[config.mk]
export PLATFORM = sky130hd
export DESIGN_NAME = prog_loader
export DESIGN_NICKNAME = d
export VERILOG_FILES = /design/src/rtl/prog_loader.sv
export SDC_FILE = /design/constraint.sdc
export NUM_CORES = 1
export LEC_CHECK = 0
export ABC_AREA = 1
export CAP_MARGIN = 10
export CORE_ASPECT_RATIO = 0.6
export CORE_MARGIN = 2
export CORE_UTILIZATION = 53
export CTS_CLUSTER_DIAMETER = 80
export DETAILED_ROUTE_END_ITERATION = 10
export GPL_TIMING_DRIVEN = 1
export PLACE_DENSITY_LB_ADDON = 0.08
export SLEW_MARGIN = 20
export SYNTH_ARGS = -nofsm -noshare
export SYNTH_HDL_FRONTEND = slang
export SYNTH_SLANG_ARGS = --single-unit
export TNS_END_PERCENT = 100
[constraint.sdc]
create_clock -name clk -period 4.65 [get_ports clk]
set_input_delay 0.93 -clock clk [delete_from_list [all_inputs] [get_ports clk]]
set_output_delay 0.93 -clock clk [all_outputs]
set_load 0.02 [all_outputs]
[src/rtl/prog_loader.sv]
// rtl/prog_loader.sv - framed byte-stream loader writing instruction memory and gating CPU reset
module prog_loader #(
    parameter int         WORDS = 256,
    parameter logic [7:0] SYNC  = 8'hA5
) (
    input  logic        clk,
    input  logic        rst,
    input  logic        in_valid,
    input  logic [7:0]  in_data,
    output logic        in_ready,
    input  logic        start,
    output logic        mem_en,
    output logic        mem_we,
    output logic [31:0] mem_addr,
    output logic [31:0] mem_wdata,
    output logic        cpu_hold,
    output logic        done,
    output logic        err,
    output logic [15:0] words_loaded
);

    localparam logic [2:0] S_IDLE   = 3'd0;
    localparam logic [2:0] S_CNT_LO = 3'd1;
    localparam logic [2:0] S_CNT_HI = 3'd2;
    localparam logic [2:0] S_DATA   = 3'd3;
    localparam logic [2:0] S_WRITE  = 3'd4;
    localparam logic [2:0] S_CHK    = 3'd5;
    localparam logic [2:0] S_DONE   = 3'd6;
    localparam logic [2:0] S_ERR    = 3'd7;

    logic [2:0]  state;
    logic [15:0] count;
    logic [7:0]  csum;
    logic [1:0]  byte_idx;
    logic [23:0] shift;
    logic        accept;
    logic [15:0] count_next;
    logic        count_bad;

    assign in_ready = (state == S_IDLE) || (state == S_CNT_LO) || (state == S_CNT_HI) ||
                      (state == S_DATA) || (state == S_CHK);
    assign accept     = in_valid & in_ready;
    assign mem_en     = (state == S_WRITE);
    assign mem_we     = (state == S_WRITE);
    assign count_next = {in_data, count[7:0]};
    assign count_bad  = (count_next == 16'd0) || (32'(count_next) > WORDS);

    always_ff @(posedge clk or posedge rst) begin
        if (rst) begin
            state        <= S_IDLE;
            count        <= '0;
            csum         <= '0;
            byte_idx     <= '0;
            shift        <= '0;
            words_loaded <= '0;
            mem_addr     <= '0;
            mem_wdata    <= '0;
            cpu_hold     <= 1'b1;
            done         <= 1'b0;
            err          <= 1'b0;
        end else begin
            case (state)
                S_IDLE: begin
                    if (accept && in_data == SYNC)
                        state <= S_CNT_LO;
                end
                S_CNT_LO: begin
                    if (accept) begin
                        count[7:0] <= in_data;
                        state      <= S_CNT_HI;
                    end
                end
                S_CNT_HI: begin
                    if (accept) begin
                        count[15:8] <= in_data;
                        if (count_bad) begin
                            state <= S_ERR;
                            err   <= 1'b1;
                        end else begin
                            csum         <= '0;
                            byte_idx     <= '0;
                            words_loaded <= '0;
                            state        <= S_DATA;
                        end
                    end
                end
                S_DATA: begin
                    if (accept) begin
                        csum     <= csum ^ in_data;
                        byte_idx <= byte_idx + 2'd1;
                        shift    <= {in_data, shift[23:8]};
                        // Latch address/data on the last byte so they are stable through WRITE and hold afterwards
                        if (byte_idx == 2'd3) begin
                            mem_addr  <= {16'd0, words_loaded};
                            mem_wdata <= {in_data, shift[23:0]};
                            state     <= S_WRITE;
                        end
                    end
                end
                S_WRITE: begin
                    words_loaded <= words_loaded + 16'd1;
                    state        <= (words_loaded + 16'd1 == count) ? S_CHK : S_DATA;
                end
                S_CHK: begin
                    if (accept) begin
                        if (in_data == csum) begin
                            state    <= S_DONE;
                            done     <= 1'b1;
                            cpu_hold <= 1'b0;
                        end else begin
                            state <= S_ERR;
                            err   <= 1'b1;
                        end
                    end
                end
                default: begin
                    if (start) begin
                        state    <= S_IDLE;
                        done     <= 1'b0;
                        err      <= 1'b0;
                        cpu_hold <= 1'b1;
                    end
                end
            endcase
        end
    end

endmodule

==> Word level (Yosys, flattened, before mapping) <==
Index checks and enable logic that the tools add are counted.
{ "word_totals": {"input_bits": 12, "word_cells": 97, "ff_bits": 120, "output_inout_bits": 86} }
{ "classes": {"eq_ne": 19, "addsub": 2, "muxes": 35, "n_bitwise": 4, "reduce_logical": 24, "order_cmp": 1} }
{ "op_table": {"columns": ["cell", "n"], "rows": [
  ["2-to-1 mux 16 bit", 2],
  ["case mux 16 bit (2 select lines)", 1],
  ["2-to-1 mux 3 bit", 9],
  ["2-to-1 mux 8 bit", 3],
  ["case mux 3 bit (6 select lines)", 1],
  ["adder 16 x 1 -> 16 bit, second input constant", 1],
  ["equality test 16 bit", 1],
  ["greater-than comparator 16 x 9 -> 1 bit, second input constant", 1],
  ["logical NOT 16 bit", 1],
  ["case mux 8 bit (2 select lines)", 1],
  ["inequality test 2 bit, second input constant", 7],
  ["2-to-1 mux 1 bit", 11],
  ["equality test 8 bit", 1],
  ["equality test 8 bit, second input constant", 1],
  ["AND reduction 4 bit", 2],
  ["bitwise XOR 8 bit", 1],
  ["AND reduction 7 bit", 1],
  ["nonzero test 7 bit", 1],
  ["equality test 3 x 2 -> 1 bit, second input constant", 2],
  ["equality test 3 bit, second input constant", 2],
  ["2-to-1 mux 2 bit", 3],
  ["inequality test 2 x 1 -> 1 bit, second input constant", 3],
  ["AND reduction 2 bit", 3],
  ["AND reduction 3 bit", 2],
  ["other kinds (16)", 24]
]} }

==> Logic depth before layout (Yosys ltp) <==
Gate-level depths: netlist (run 1).
{ "logic_depth": {"word_depth": 9, "depth_mapped": 17, "depth_no_buf": 17} }

==> Worst setup path before layout (run 1) <==
Ideal clock, no wire load.
{ "synth_timing": {"kind": "reg-to-output", "from": "register state[0]", "to": "output port mem_we", "path_stages_with_launch": 5, "required_time_ns": 3.720, "setup_slack_ns": 2.236, "t_arrival_ns": 1.484, "path_buffers": 3, "path_cell_list": "dfrtp_1 -> buf_2 -> nor3_1 -> clkbuf_1 -> buf_4"} }
{ "synth_between": {"elab_chain_len": 1} }
{ "synth_rtl": {"columns": ["element", "line", "rtl"], "rows": [
  ["start: declaration", "31", "logic [2:0] state;"],
  ["start signal: assignment", "102", "state <= (words_loaded + 16'd1 == count) ? S_CHK : S_DATA;"],
  ["equality test 3 bit", null, null],
  ["end: declaration", "13", "output logic mem_we,"]
]} }
No other way between the ends.

==> Final worst setup path (run 1) <==
{ "layout_timing": {"from": "register state[2]", "to": "output port mem_en"} }
{ "layout_between": {"elab_chain_len": 1} }
{ "layout_rtl": {"columns": ["element", "line", "rtl"], "rows": [
  ["equality test 3 bit", "43", "assign mem_en = (state == S_WRITE);"],
  ["end: declaration", "12", "output logic mem_en,"]
]} }
No other way between the ends.

==> run metrics, run 1 <==
fin cells=915; DRC=0; largest net degree at the start of global routing=72; CP Data Arrival Time=2.28 ns; Die Y=84.2 um; CP startpoint=state[2]; Syn Std Cell Area=5690 um^2; detailed-route via count=4876; PortBufs=81; pwr dens=722 nW/um^2; worst hold path type=flop to flop; average wire per standard cell=15.8 um; vias in the first global route=4817; CP Data Required Time=3.72 ns; DP Wirelength=10100 um; area of the core=10500 um^2; initial DRC count=335; Leakage=0.00342 uW; Antenna diodes=0; Gate Count Post-Synth=682; VDD IR-drop max=0.000405 V; CTS clock-pin slew for the worst setup and hold paths=0.05 ns; reg2reg path depth=8; fin. max-slew vios=0; Final min period=3.21 ns; Max-slew headroom=0.410; crit path capture=mem_en; Worst Skew=0.0132 ns; Initial Util=0.540; # placed instances=884; reg2reg start=state[1]; Startpoint Class=flop; Gates resized, CTS repair=0; Final nets=778; GRT Util Overall=0.270; synth unique cells=33; slew of the pin with the lowest slew margin=0.885 ns; CTS buffer count=17; kind of critical path=flop to primary output; Clk Tree Root Cell=clkbuf_16; share of layout cells above drive strength 1=0.0812; outcome=completed; Post-DP Area=6570 um^2; # IOs=98; vias per inst=5.33; TritonCTS clock tree=done; unrepaired setup endpoints after global routing=no; Die Footprint=11600 um^2; Setup crit end kind=primary output; yosys warns=0; WHS=0.482 ns; TNS Setup=0 ns; Setup Viol. Count Final=0; Max clock buf depth=2; postcts setup bufs=0; R2R Setup Slk=2.07 ns; Max FO, Critical Path=6; number of synthesized register bits=120; CTS Hold Buffers Added=0; Seq/Total Area, Yosys=0.528; Routability Congestion=0.958; Hold Fails Final Rpt=0; final design utilization=0.681; number of routed nets with antenna violations=0; worst r2r dst=words_loaded[12]; first-pass GRT wire length=24000 um; filler cell count=839; DR pass1 iterations=5; final non-filler cell area=7170 um^2; part of the cycle the worst path needs=0.691; die width=138 um; CTS H-tree depth=4; Area growth, synth to finish=26.0%; FMAX=311 MHz; antenna violations before repair=0; Max-cap violations=0; clock latency at the later pin of the worst-skew pair=0.42 ns; Clock Sinks=120; Rows=29; Mean Syn Cell Area=8.34 um^2; total grt overflow=0; DRT Wirelength=14400 um
-- worst min-delay path by stage --
stage	depth (start not counted)	endpoint	slack (ns)	startpoint
final	2	shift[3]	0.48	shift[3]
after floorplan	2	shift[0]	0.45	shift[0]
after global placement	2	shift[14]	0.46	shift[22]
after global routing	2	mem_addr[12]	0.51	mem_addr[12]
after detailed placement	2	shift[14]	0.47	shift[22]
after CTS	2	shift[12]	0.48	shift[20]
-- per-stage QoR --
stage	setup WS, ns	total power [uW]
3_5_place_dp	1.31	3810
6_report	1.44	5170
3_3_place_gp	1.40	3750
2_1_floorplan	0.536	3020
5_1_grt	1.32	5520
4_1_cts	1.47	5180
-- state kept, by name (all words and copies together), names as in the netlist --
signal        flops
byte_idx          2
count            16
cpu_hold          1
csum              8
done              1
err               1
mem_addr         16
mem_wdata        32
shift            24
state             3
words_loaded     16
-- cell type report --
class,count,area [um^2],share of cell area
sequential,120,3000,0.419
clock buffer,23,478,0.0667
timing repair buffer,87,868,0.121
tap,139,174,0.0243
multi-input combinational,464,2240,0.313
clock inverter,8,120,0.0168
inverter,74,280,0.0391
-- synth_stat cells --
cell	instances	area share
nand3b_1	2	0.0026
nor2_2	6	0.0066
o211ai_1	1	0.0013
xor2_1	9	0.014
nor2_4	4	0.0079
nand2_4	1	0.0020
o21ai_0	99	0.087
nor3_1	3	0.0026
xnor3_1	1	0.0040
buf_2	8	0.0070
ha_1	2	0.0044
a21oi_1	3	0.0026
nor2_1	27	0.018
o22ai_1	9	0.0099
xnor2_1	5	0.0077
nor3_2	1	0.0018
o21ai_2	1	0.0015
inv_2	1	0.00066
nand4_1	9	0.0099
o21ai_1	1	0.00088
nand2_2	5	0.0055
nand2_1	203	0.13
buf_4	17	0.022
o31ai_1	1	0.0013
nor4_1	1	0.0011
a22o_1	1	0.0015
conb_1	1	0.00066
dfstp_2	1	0.0046
nand3_1	45	0.040
clkbuf_1	14	0.0092
mux2_2	8	0.016
dfrtp_1	119	0.52
inv_1	73	0.048
-- critical path, stage by stage (launching register included) --
cell	delay [ns]
dfrtp_1	0.47
inv_1	0.11
nor3_1	0.55
clkdlybuf4s50_1	0.74
-- metal layers --
layer | GRT usage | routed length [um]
met5 | 0 | 0
met1 | 0.390 | 6770
met2 | 0.391 | 6300
met3 | 0.0845 | 1170
met4 | 0.0891 | 194
-- placed cells by master (no fill, tap or decap), types with 8 or more instances in the layout --
| master | n |
|---|---|
| xor2_1 | 9 |
| nand4_1 | 9 |
| conb_1 | 16 |
| nand3_1 | 45 |
| inv_1 | 72 |
| o21ai_0 | 99 |
| clkbuf_16 | 17 |
| nand2_1 | 203 |
| clkdlybuf4s50_1 | 81 |
| mux2_2 | 8 |
| nor2_1 | 27 |
| o22ai_1 | 9 |
| dfrtp_1 | 119 |
-- power breakdown --
group | switching [uW] | internal, uW
sequential | 349 | 1490
clock | 463 | 879
combinational | 1170 | 819
total | 1990 | 3190
-- kinds of logic (layout without fill, tap and decap cells) --
family                   Yosys count  in the layout  share of synthesized area
AND/OR/NAND/NOR                  307            307                      0.231
other                              1             16                   0.000659
flip-flops                       120            120                      0.528
multiplexers                       8              8                     0.0158
adder cells (fa/ha/maj)            2              2                    0.00440
buffers and inverters            113            192                     0.0876
XOR/XNOR                          15             15                     0.0255
AO/OA/AOI/OAI                    116            116                      0.106
No activity file was read; power rests on OpenSTA's default activity.
==> run 2, diff against run 1 <==
Clock period 4.65 ns to 3.1 ns, I/O delays scaled along.
==> run 2 against run 1 <==
Effect of this change: clock-buffer cell count is 4 lower; first-iteration DRC count up 22%; worst setup slack lost 1.0 ns; routed wire length is 1.2% higher; final cell count rose by 0.11%; worst hold slack worse by 0.00054 ns; clock skew shrank 0.0011 ns; total power rose by 48%; die area did not move; sequential share of layout area is 0.073 points lower; critical path type unchanged.
==> run metrics, run 2 (synthesis gave the netlist of run 1 again) <==
Clock Sinks=120 (unchanged); worst stage delay on the critical path=0.69 ns (-0.05 ns); TritonCTS clock tree=done; Startpoint Class=flop; Routability Congestion=0.929 (-3.0%); initial DRC count=410 (+22%); worst hold path type=flop to flop; Clk Tree Root Cell=clkbuf_16; CTS clock-pin slew for the worst setup and hold paths=0.05 ns (about the same); Initial Util=0.540 (unchanged); first-pass GRT wire length=24000 um (+0.12%); DR pass1 iterations=5 (unchanged); Final nets=779 (+0.13%); vias per inst=5.42 (+1.7%); VDD IR-drop max=0.000582 V (+44%); number of routed nets with antenna violations=0 (unchanged); postcts setup bufs=0 (unchanged); # IOs=98 (unchanged); Top reg by flops=mem_wdata; Die Footprint=11600 um^2 (unchanged); die width=138 um (unchanged); Setup crit end kind=primary output; part of the cycle the worst path needs=0.861; detailed-route via count=4964 (+1.8%); Final min period=2.67 ns; Largest regs=mem_wdata (32), shift (24); area of the core=10500 um^2 (unchanged); Worst Skew=0.0120 ns (-0.00113 ns); CTS H-tree depth=4 (unchanged); DRT Wirelength=14600 um (+1.2%); fin. max-slew vios=0 (unchanged); outcome=completed; commonest cells after routing, fill and taps aside=nand2_1 (203), dfrtp_1 (119), o21ai_0 (99); worst-path cell chain=inv_1 -> nor3_2 -> clkdlybuf4s50_1; Max FO, Critical Path=6 (unchanged); CTS Hold Buffers Added=0 (unchanged); GRT Util Overall=0.270 (-0.000738); DP Wirelength=10100 um (about the same); worst-path cell with the longest stage delay=clkdlybuf4s50_1; share of layout cells above drive strength 1=0.0862 (+0.00504); average wire per standard cell=16.0 um (+1.1%); total grt overflow=0 (unchanged); Gates resized, CTS repair=0 (unchanged); antenna violations before repair=0 (unchanged); max reg flops=32 (unchanged); Setup Viol. Count Final=0 (unchanged); PnR worst setup slack=0.431 ns (-1.01 ns); pwr dens=1070 nW/um^2 (+48%); slew of the pin with the lowest slew margin=0.890 ns (+0.00475 ns); filler cell count=822 (-2.0%); DRC=0 (unchanged); Setup WS pre-CTS=0.406 ns (-0.907 ns); Antenna diodes=0 (unchanged); Area growth, synth to finish=26.2%; register area=3000 um^2 (unchanged); Rows=29 (unchanged); CP Data Required Time=2.48 ns (-1.24 ns); TNS Setup=0 ns (unchanged); clock latency at the later pin of the worst-skew pair=0.42 ns (about the same); unrepaired setup endpoints after global routing=no; Max-cap violations=0 (unchanged); area of the multi-input gates=2250 um^2 (+0.22%); CP Data Arrival Time=2.05 ns (-0.23 ns); Max clock buf depth=2 (unchanged); PortBufs=81 (unchanged); kind of critical path=flop to primary output; vias in the first global route=4687 (-2.7%); leading cell type in the layout, fill and taps excluded=nand2_1; Die Y=84.2 um (unchanged); largest net degree at the start of global routing=89 (+24%); Hold Fails Final Rpt=0 (unchanged); FMAX=375 MHz; CTS buffer count=17 (unchanged); Max-slew headroom=0.406 (-0.00382); Leakage=0.00342 uW (about the same)
==> run 2: where the power goes <==
| group | switching (uW) | internal, uW | total, uW |
|---|---|---|---|
| logic | 1740 | 1230 | 2980 |
| registers | 550 | 2230 | 2780 |
| clock network | 719 | 1190 | 1910 |
| total | 3010 | 4660 | 7670 |
==> run 2: per-stage QoR <==
| step | utilization | hold slack (ns) | total power, uW | cells | cell area (um^2) |
|---|---|---|---|---|---|
| 2_1_floorplan | - | 0.449 | 4530 | 697 | 5750 |
| 3_3_place_gp | 0.628 | 0.462 | 5650 | 885 | 6610 |
| 3_5_place_dp | 0.628 | 0.472 | 5730 | 885 | 6610 |
| 6_report | 0.682 | 0.482 | 7670 | 916 | 7180 |
| 4_1_cts | 0.682 | 0.485 | 7680 | 916 | 7180 |
| 5_1_grt | 0.682 | 0.501 | 8160 | 916 | 7180 |
==> run 2: layout make-up <==
cell class,count,share of cell area
inverter,74,0.0392
tap,139,0.0242
clock buffer,19,0.0617
sequential,120,0.419
timing repair buffer,88,0.126
clock inverter,12,0.0180
multi-input combinational,464,0.313
==> run 2: critical path, delay by kind of cell, from the launching register on <==
| kind | cells | cell delay [ns] |
|---|---|---|
| simple gates | 1 | 0.34 |
| flops | 1 | 0.46 |
| buf+inv | 2 | 0.82 |
==> run 2: final timing paths <==
| path | from | to | slack, ns | depth (start not counted) |
|---|---|---|---|---|
| worst max-delay path | state[2] | mem_en | 0.43 | 3 |
| worst min-delay path | mem_addr[1] | mem_addr[1] | 0.48 | 2 |
| worst max register to register | state[2] | words_loaded[13] | 0.76 | 6 |
| worst min register to register | mem_addr[1] | mem_addr[1] | 0.48 | 2 |
| max in group asynchronous | rst | cpu_hold | 2.03 | 3 |
| min in group asynchronous | rst | mem_wdata[1] | 0.66 | 3 |
==> run 2: routing by layer <==
metal  share of wire  track usage
met3           0.075       0.0592
met2            0.44        0.393
met4           0.015       0.0835
met5               0            0
met1            0.48        0.405
==> run 3, diff against run 2 <==
Settings changed: CTS_CLUSTER_SIZE set to 24, GPL_ROUTABILITY_DRIVEN set to 0, RECOVER_POWER set to 100.
==> run 3 against run 2 <==
Effect of this change: final cell count up 0.33%; largest cell class unchanged; via count shrank 1.4%; total power is 3.0% lower; highest routed layer unchanged; sequential share of layout area grew 0.29 points; clock skew is 0.0033 ns lower; critical path type unchanged; final area shrank 0.70%; flip-flop and latch count did not move.
==> run metrics, run 3 (synthesis gave the netlist of run 1 again) <==
Final min period=2.67 ns (-0.00307 ns); PortBufs=81 (unchanged); leading cell type in the layout, fill and taps excluded=nand2_1; reg2reg start=words_loaded[0]; Setup crit end kind=primary output; average wire per standard cell=15.6 um (-2.1%); DR pass1 iterations=5 (unchanged); Clock Sinks=120 (unchanged); Worst Skew=0.00877 ns (-0.00327 ns); # placed instances=887 (+0.23%); # IOs=98 (unchanged); Largest regs=mem_wdata (32), shift (24); Rows=29 (unchanged); Die Y=84.2 um (unchanged); antenna violations before repair=0 (unchanged); total grt overflow=0 (unchanged); initial DRC count=524 (+28%); Area growth, synth to finish=25.3%; TritonCTS clock tree=done; WHS Path Cells=2 (unchanged); worst stage delay on the critical path=0.70 ns (about the same); Setup WS pre-CTS=0.457 ns (+0.0508 ns); slew of the pin with the lowest slew margin=1.03 ns (+0.145 ns); Gates resized, CTS repair=0 (unchanged); worst hold path type=flop to flop; reg2reg path depth=16 (+10); largest net degree at the start of global routing=57 (-36%); Buf/Inv on CP=2 (unchanged); Max clock buf depth=2 (unchanged); worst r2r dst=state[1]; DRT Wirelength=14400 um (-1.8%); CTS Hold Buffers Added=0 (unchanged); area of the core=10500 um^2 (unchanged); R2R Setup Slk=0.58 ns (-0.18 ns); Max-slew headroom=0.307 (-0.0995); DP Wirelength=10200 um (+0.97%); postcts setup bufs=0 (unchanged); Levels on crit path=3 (unchanged); worst-path cell chain=nor3_2 -> buf_4 -> dlygate4sd3_1; CTS clock-pin slew for the worst setup and hold paths=0.06 ns (about the same); crit-path leading delay family=buffers and inverters; GRT Util Overall=0.266 (-0.00334); VDD IR-drop max=0.000578 V (-0.75%); number of routed nets with antenna violations=0 (unchanged); fin cells=919 (+0.33%); Max-cap violations=0 (unchanged); CP Data Arrival Time=2.05 ns (about the same); CTS H-tree depth=4 (unchanged); Worst Hold End=mem_addr[2]; unrepaired setup endpoints after global routing=no; kind of critical path=flop to primary output; vias per inst=5.33 (-1.7%); outcome=completed; Final nets=781 (+0.26%); Top reg by flops=mem_wdata; Clk Tree Root Cell=clkbuf_16; Hold Fails Final Rpt=0 (unchanged); fin. max-slew vios=0 (unchanged); PnR worst setup slack=0.434 ns (+0.00307 ns); worst-path cell with the longest stage delay=dlygate4sd3_1; Startpoint Class=flop; DRC=0 (unchanged); vias in the first global route=4680 (-0.15%); Setup Viol. Count Final=0 (unchanged); first-pass GRT wire length=23700 um (-1.2%); clock latency at the later pin of the worst-skew pair=0.41 ns (about the same); TNS Setup=0 ns (unchanged); FMAX=375 MHz (+0.12%); share of layout cells above drive strength 1=0.0821 (-0.00418); Antenna diodes=0 (unchanged); Die Footprint=11600 um^2 (unchanged); commonest cells after routing, fill and taps aside=nand2_1 (204), dfrtp_1 (119), o21ai_0 (99); part of the cycle the worst path needs=0.860 (-0.000991); CP Data Required Time=2.48 ns (about the same); CTS buffer count=17 (unchanged); Initial Util=0.540 (unchanged); final design utilization=0.677 (-0.00476); die width=138 um (unchanged); detailed-route via count=4894 (-1.4%); Leakage=0.00357 uW (+4.6%); max reg flops=32 (unchanged); hold path start=mem_addr[2]; Max FO, Critical Path=14 (+8); pwr dens=1040 nW/um^2 (-2.4%)
-- run 3: cell types whose count changed in the layout (fill, tap and decap cells not counted), sizes merged --
| cell | before | now |
|---|---|---|
| clkdlybuf4s50 | 81 | 7 |
| dlygate4sd3 | 0 | 74 |
| inv | 73 | 82 |
| buf | 7 | 4 |
| clkbuf | 19 | 22 |
| clkinv | 7 | 4 |
| bufinv | 2 | 0 |
| clkinvlp | 4 | 3 |
-- run 3: layout make-up --
cell class              count  area, um^2
fillers                   853        3390
flip-flops and latches    120        3000
multi-input cells         464        2230
repair buffers             90         887
clock buffers              17         425
inverters                  74         279
well taps                 139         174
clock inverters            15         130
-- run 3: report_power, final --
| group | leakage (uW) | switching [uW] | total [uW] | internal [uW] |
|---|---|---|---|---|
| clock network | 0.000270 | 798 | 1850 | 1050 |
| logic | 0.00176 | 1730 | 2830 | 1100 |
| registers | 0.00154 | 525 | 2760 | 2230 |
-- run 3: through the flow --
stage                     hold WS, ns  total power [uW]  cell area [um^2]
final                           0.477              7440              7130
after global routing            0.503              7950              7130
after CTS                       0.481              7620              7180
after detailed placement        0.468              5720              6620
after global placement          0.463              5640              6620
after floorplan                 0.449              4530              5750
-- run 3: tightest hold or removal path, delay by kind of cell (launching register included) --
family             cells  cell delay, ns
DFF                    1            0.34
AOI/OAI and AO/OA      1            0.06
and+or+nand+nor        1            0.05
-- run 3: layer usage --
metal	GRT usage	vias to the layer above	routed length, um
met2	0.383	202	6220
li1	-	2350	-
met1	0.401	2329	6890
met5	0	-	0
met4	0.0844	0	153
met3	0.0610	13	1080
-- run 3: worst max path at each step --
stage | startpoint | endpoint | slack [ns]
4_1_cts | state[2] | mem_en | 0.48
3_3_place_gp | in_data[2] | words_loaded[9] | 0.52
2_1_floorplan | state[0] | mem_we | 1.0
5_1_grt | state[2] | mem_we | 0.34
3_5_place_dp | in_data[5] | words_loaded[13] | 0.46
6_report | state[0] | mem_en | 0.43
